<file path="config.mk">
export PLATFORM = sky130hd
export DESIGN_NAME = int_regfile_mp
export DESIGN_NICKNAME = d
export VERILOG_FILES = /design/src/rtl/int_regfile_mp.sv
export SDC_FILE = /design/constraint.sdc
export NUM_CORES = 2
export LEC_CHECK = 0
export ABC_AREA = 1
export CAP_MARGIN = 30
export CELL_PAD_IN_SITES_DETAIL_PLACEMENT = 0
export CELL_PAD_IN_SITES_GLOBAL_PLACEMENT = 1
export CORE_MARGIN = 2
export CORE_UTILIZATION = 25
export CTS_CLUSTER_DIAMETER = 80
export DETAILED_ROUTE_END_ITERATION = 6
export GPL_ROUTABILITY_DRIVEN = 0
export PLACE_DENSITY = 0.48
export SLEW_MARGIN = 30
export SYNTH_ARGS = -nofsm -noshare
export SYNTH_HDL_FRONTEND = slang
export SYNTH_SLANG_ARGS = --single-unit
export TNS_END_PERCENT = 20
</file>
<file path="constraint.sdc">
create_clock -name CLK -period 2.7 [get_ports CLK]
set_input_delay 0.54 -clock CLK [delete_from_list [all_inputs] [get_ports CLK]]
set_output_delay 0.54 -clock CLK [all_outputs]
set_load 0.01 [all_outputs]
</file>
<file path="src/rtl/int_regfile_mp.sv">
// Multi-port integer register file with a per-register pending-write scoreboard.
// Reads are combinational with optional write bypass; writes and busy updates happen on the rising edge.
module int_regfile_mp #(
    parameter int XLEN     = 32,
    parameter int INDEX    = 5,
    parameter int NREAD    = 2,
    parameter int NWRITE   = 1,
    parameter int ZERO_REG = 1,
    parameter int BYPASS   = 1,
    localparam int NREGS   = 2**INDEX
) (
    input  logic                     CLK,
    input  logic                     RST_N,
    input  logic [NREAD*INDEX-1:0]   RA,
    output logic [NREAD*XLEN-1:0]    RD,
    output logic [NREAD-1:0]         RBUSY,
    input  logic [NWRITE-1:0]        WE,
    input  logic [NWRITE*INDEX-1:0]  WA,
    input  logic [NWRITE*XLEN-1:0]   WD,
    input  logic                     ISSUE_EN,
    input  logic [INDEX-1:0]         ISSUE_RD,
    output logic [NREGS-1:0]         BUSY_VEC
);

    logic [XLEN-1:0]  regs_q [NREGS];
    logic [XLEN-1:0]  regs_d [NREGS];
    logic [NREGS-1:0] busy_q;
    logic [NREGS-1:0] busy_d;
    logic             hit_s;
    logic             clr_s;
    logic             set_s;
    logic [INDEX-1:0] ra_s;
    logic [XLEN-1:0]  rdat_s;

    function automatic logic is_zero_addr(input logic [INDEX-1:0] addr);
        return (ZERO_REG != 0) && (addr == {INDEX{1'b0}});
    endfunction

    // Next-state for the register array and the pending-write scoreboard
    always_comb begin
        clr_s = 1'b0;
        hit_s = 1'b0;
        set_s = 1'b0;
        for (int i = 0; i < NREGS; i++) begin
            regs_d[i] = regs_q[i];
            clr_s     = 1'b0;
            // Later ports override earlier ones, so the highest-index writer wins
            for (int p = 0; p < NWRITE; p++) begin
                hit_s     = WE[p] && (WA[p*INDEX +: INDEX] == INDEX'(i));
                regs_d[i] = (hit_s && !is_zero_addr(INDEX'(i))) ? WD[p*XLEN +: XLEN] : regs_d[i];
                clr_s     = clr_s | hit_s;
            end
            set_s     = ISSUE_EN && (ISSUE_RD == INDEX'(i)) && !is_zero_addr(INDEX'(i));
            busy_d[i] = set_s ? 1'b1 : (clr_s ? 1'b0 : busy_q[i]);
        end
    end

    // Read ports: stored value, optional same-cycle bypass, zero register and reset override
    always_comb begin
        RD     = {(NREAD*XLEN){1'b0}};
        RBUSY  = {NREAD{1'b0}};
        ra_s   = {INDEX{1'b0}};
        rdat_s = {XLEN{1'b0}};
        for (int r = 0; r < NREAD; r++) begin
            ra_s   = RA[r*INDEX +: INDEX];
            rdat_s = regs_q[ra_s];
            for (int p = 0; p < NWRITE; p++) begin
                rdat_s = ((BYPASS != 0) && WE[p] && (WA[p*INDEX +: INDEX] == ra_s)) ?
                         WD[p*XLEN +: XLEN] : rdat_s;
            end
            // Reset must also silence bypassed write data
            RD[r*XLEN +: XLEN] = (is_zero_addr(ra_s) || !RST_N) ? {XLEN{1'b0}} : rdat_s;
            RBUSY[r]           = is_zero_addr(ra_s) ? 1'b0 : busy_q[ra_s];
        end
    end

    // State registers with asynchronous clear
    always_ff @(posedge CLK or negedge RST_N) begin
        if (!RST_N) begin
            for (int i = 0; i < NREGS; i++) begin
                regs_q[i] <= {XLEN{1'b0}};
            end
            busy_q <= {NREGS{1'b0}};
        end else begin
            regs_q <= regs_d;
            busy_q <= busy_d;
        end
    end

    assign BUSY_VEC = busy_q;

endmodule

</file>
==> out/qor.csv <==
metric,value,unit
place_area,0.0697,sq mm
synth_area_leaders,"dfrtp_1 (44%), nand2_1 (16%), o21ai_0 (10%)",
post_drt_wl_per_cell,29.5,microns
grt_pass1_vias,59400,
power_switching,0.0179,W
root_buffer,clkbuf_16,
synth_compound_area_frac,0.192,
drtAntennaViolNets,0,
setup_viol,66,
cts_tree,built,
synthArstFlopShare,1.00,
drt_wl_total,353000,microns
fmax,327,MHz
cp_slowest_cell,buf_8,
die_x,484,microns
cp_max_fo,7,
synth_nets,8298,
via_count,62300,
failed_checks,"DRC, setup timing",
post_synth_num_cell_types,34,
pwr-share-comb,0.242,
peakVddDrop,0.570,mV
clk_path_buf_depth,3,
critPathKind,input port to primary output,
tns,-15.33,ns
hp-class,input port to asynchronous set/reset pin,
power_frac_seq,0.390,
die-area,0.234,sq mm
cts_hold_buf,0,
fillers,24400,
core-area,0.229,sq mm
hpwlAfterDp,233000,microns
drive_gt1_frac,0.200,
grt_setup_unrepaired,true,
synth_area,0.0576,sq mm
synth_area_leader_cell,dfrtp_1,
maxCapViolations,0,
start_util,0.251,
rows,176,
grt_max_degree,145,
hold_violations,0,
yosys-top-cells-count,"nand2_1 (2,486), o21ai_0 (1,206), dfrtp_1 (1,023)",
worst_slew_pin_slew,0.987,ns
p_leak,35.9,nW
drc,2,
end_kind,primary output,
cts_sinks,1023,
seq_area_frac_synth,0.444,
hold_slack,0.0675,ns
p_clk_frac,0.368,
grt_usage,0.294,
avgSynthCellArea,6.99,sq um
synth_top_area_frac,0.444,
via_per_inst,5.20,
critPathBufInv,9,
antenna_found_initial,21,
clkTransAtPathRegs,0.06,ns
switching_share,0.339,
clock_latency,0.81,ns
critPathMostFrequentCell,buf_12,
nets,8905,
ios,154,
grt-ovfl-total,0,
postSynthCellCount,8242,
numCtsBuffers,140,
yosys_warnings,0,
synth.most_common_cell,nand2_1,
fin_area,0.0791,sq mm
finalCritPeriodShare,1.13,
finalWorstSetupSlack,-0.354,ns
numPortBuffers,152,
report.final.slew_viol_count,0,
dr.pass1.iters,7,
pre_cts_ws,-1.40,ns
htreeDepth,4,
cp.arrival,2.51,ns
synth-edff-count,0,
critPathTopFamily,buffers and inverters,
status,finished with violations,
synth-simple-area-share,0.275,
drtIter0Drc,6879,
required,2.16,ns
synth_xor_xnor_area_share,0.000304,
max_stage_delay,0.17,ns
area_growth_syn_to_layout,37.4,%
synthAdderAreaFrac,0,
period_needed,3.05,ns
dieHeight,484,microns
max_slew_margin,0.342,
synthMuxAreaShare,0,
p_per_area,667,mW/mm^2
synth_flop_cell,dfrtp_1,
synth-seq-cells,1023,
worstSetupStartpointType,input port,
synth_top_family_by_area,simple AND/OR/NAND/NOR gates,
p_int,0.0349,W
finClkSkew,0,ns
fin_util,0.345,
grt_pass1_wl,490000,microns
path_cells,buf_16 > clkinv_16 > nor2_4 > buf_8 > buf_12 > buf_12 > buf_6 > buf_16 > nand2_2 > o211ai_1 > nand3_1 > nand2_1 > nand2_2 > buf_12 > a21oi_2 > buf_2,
## flip-flops by register name, summed over array words and instances, names as in the netlist
signal    count
BUSY_VEC     31
regs_q      992
## what timing repair did
| action | CTS | global route |
|---|---|---|
| setup buffers | 112 | 45 |
| pin swaps | 146 | 167 |
| resized for setup | 635 | 384 |
| cloned | 27 | 8 |
| setup endpoints to repair | 66 | 66 |
## worst reg2reg max path: stages (launching register included)
cell and delay, ns:
dfrtp_1 0.40, buf_4 0.15, nand2_1 0.06, o21ai_1 0.05
## cells in the final DEF, fill, tap and decap left out, drive strengths merged
master	n
a211oi	2
a21oi	404
a22o	5
a22oi	1
a31oi	22
buf	1036
bufbuf	12
bufinv	9
clkbuf	220
clkdlybuf4s15	8
clkdlybuf4s50	69
clkinv	42
clkinvlp	2
conb	1
dfrtp	1023
diode	5
dlygate4sd2	4
inv	555
nand2	2489
nand3	591
nand3b	1
nand4	78
nor2	717
nor3	8
o211ai	260
o21ai	1358
o22ai	7
o32ai	1
or2	25
xor2	2
## cell type report
class                   count  area, sq um  area share
clock inverters            49          596     0.00753
clock buffers             196         4070      0.0514
diodes                      5         12.5    0.000158
well taps                3026         3790      0.0479
flip-flops and latches   1023        25600       0.324
inverters                 559         2220      0.0281
multi-input cells        5972        28700       0.363
repair buffers           1153        14100       0.178
## final timing paths
check / start / slack [ns] / to / depth (start not counted)
worst max-delay path: RA[0] / -0.35 / RD[16] / 16
worst min-delay path: RST_N / 0.07 / regs_q[536] / 3
worst max register to register: regs_q[338] / 1.90 / regs_q[338] / 3
worst min register to register: regs_q[613] / 0.51 / regs_q[613] / 2
max in group asynchronous: RST_N / 1.27 / regs_q[198] / 5
min in group CLK: ISSUE_RD[4] / 0.38 / BUSY_VEC[16] / 3
## power groups by stage
stage | combinational (W) | sequential, W | clock, W
after detailed placement | 0.0116 | 0.0207 | 0
after global placement | 0.0115 | 0.0207 | 0
after CTS | 0.0124 | 0.0205 | 0.0198
final | 0.0128 | 0.0206 | 0.0194
after global routing | 0.0141 | 0.0209 | 0.0204
after floorplan | 0.00636 | 0.0202 | 0
## logic make-up (layout without fill, tap and decap cells)
| group | after synthesis | in the layout |
|---|---|---|
| other | 1 | 6 |
| flip-flops | 1023 | 1023 |
| buffers and inverters | 1247 | 1957 |
| XOR/XNOR | 2 | 2 |
| AND/OR/NAND/NOR | 3909 | 3909 |
| AO/OA/AOI/OAI | 2060 | 2060 |
## metrics by stage
stage / power [W] / cells
2_1_floorplan: 0.0266 / 8242
4_1_cts: 0.0528 / 11900
3_5_place_dp: 0.0324 / 11600
5_1_grt: 0.0554 / 12000
6_report: 0.0528 / 12000
3_3_place_gp: 0.0322 / 11600
## metal layers
metal  up-vias  global-route usage  part of all wire
met2      2459               0.482              0.47
met4         6               0.125             0.047
met1     31100               0.387              0.43
met5         -                   0           0.00013
met3       530              0.0393             0.060
li1      28200                   -                 -
Note: power is estimated with default switching activity, not from simulation.
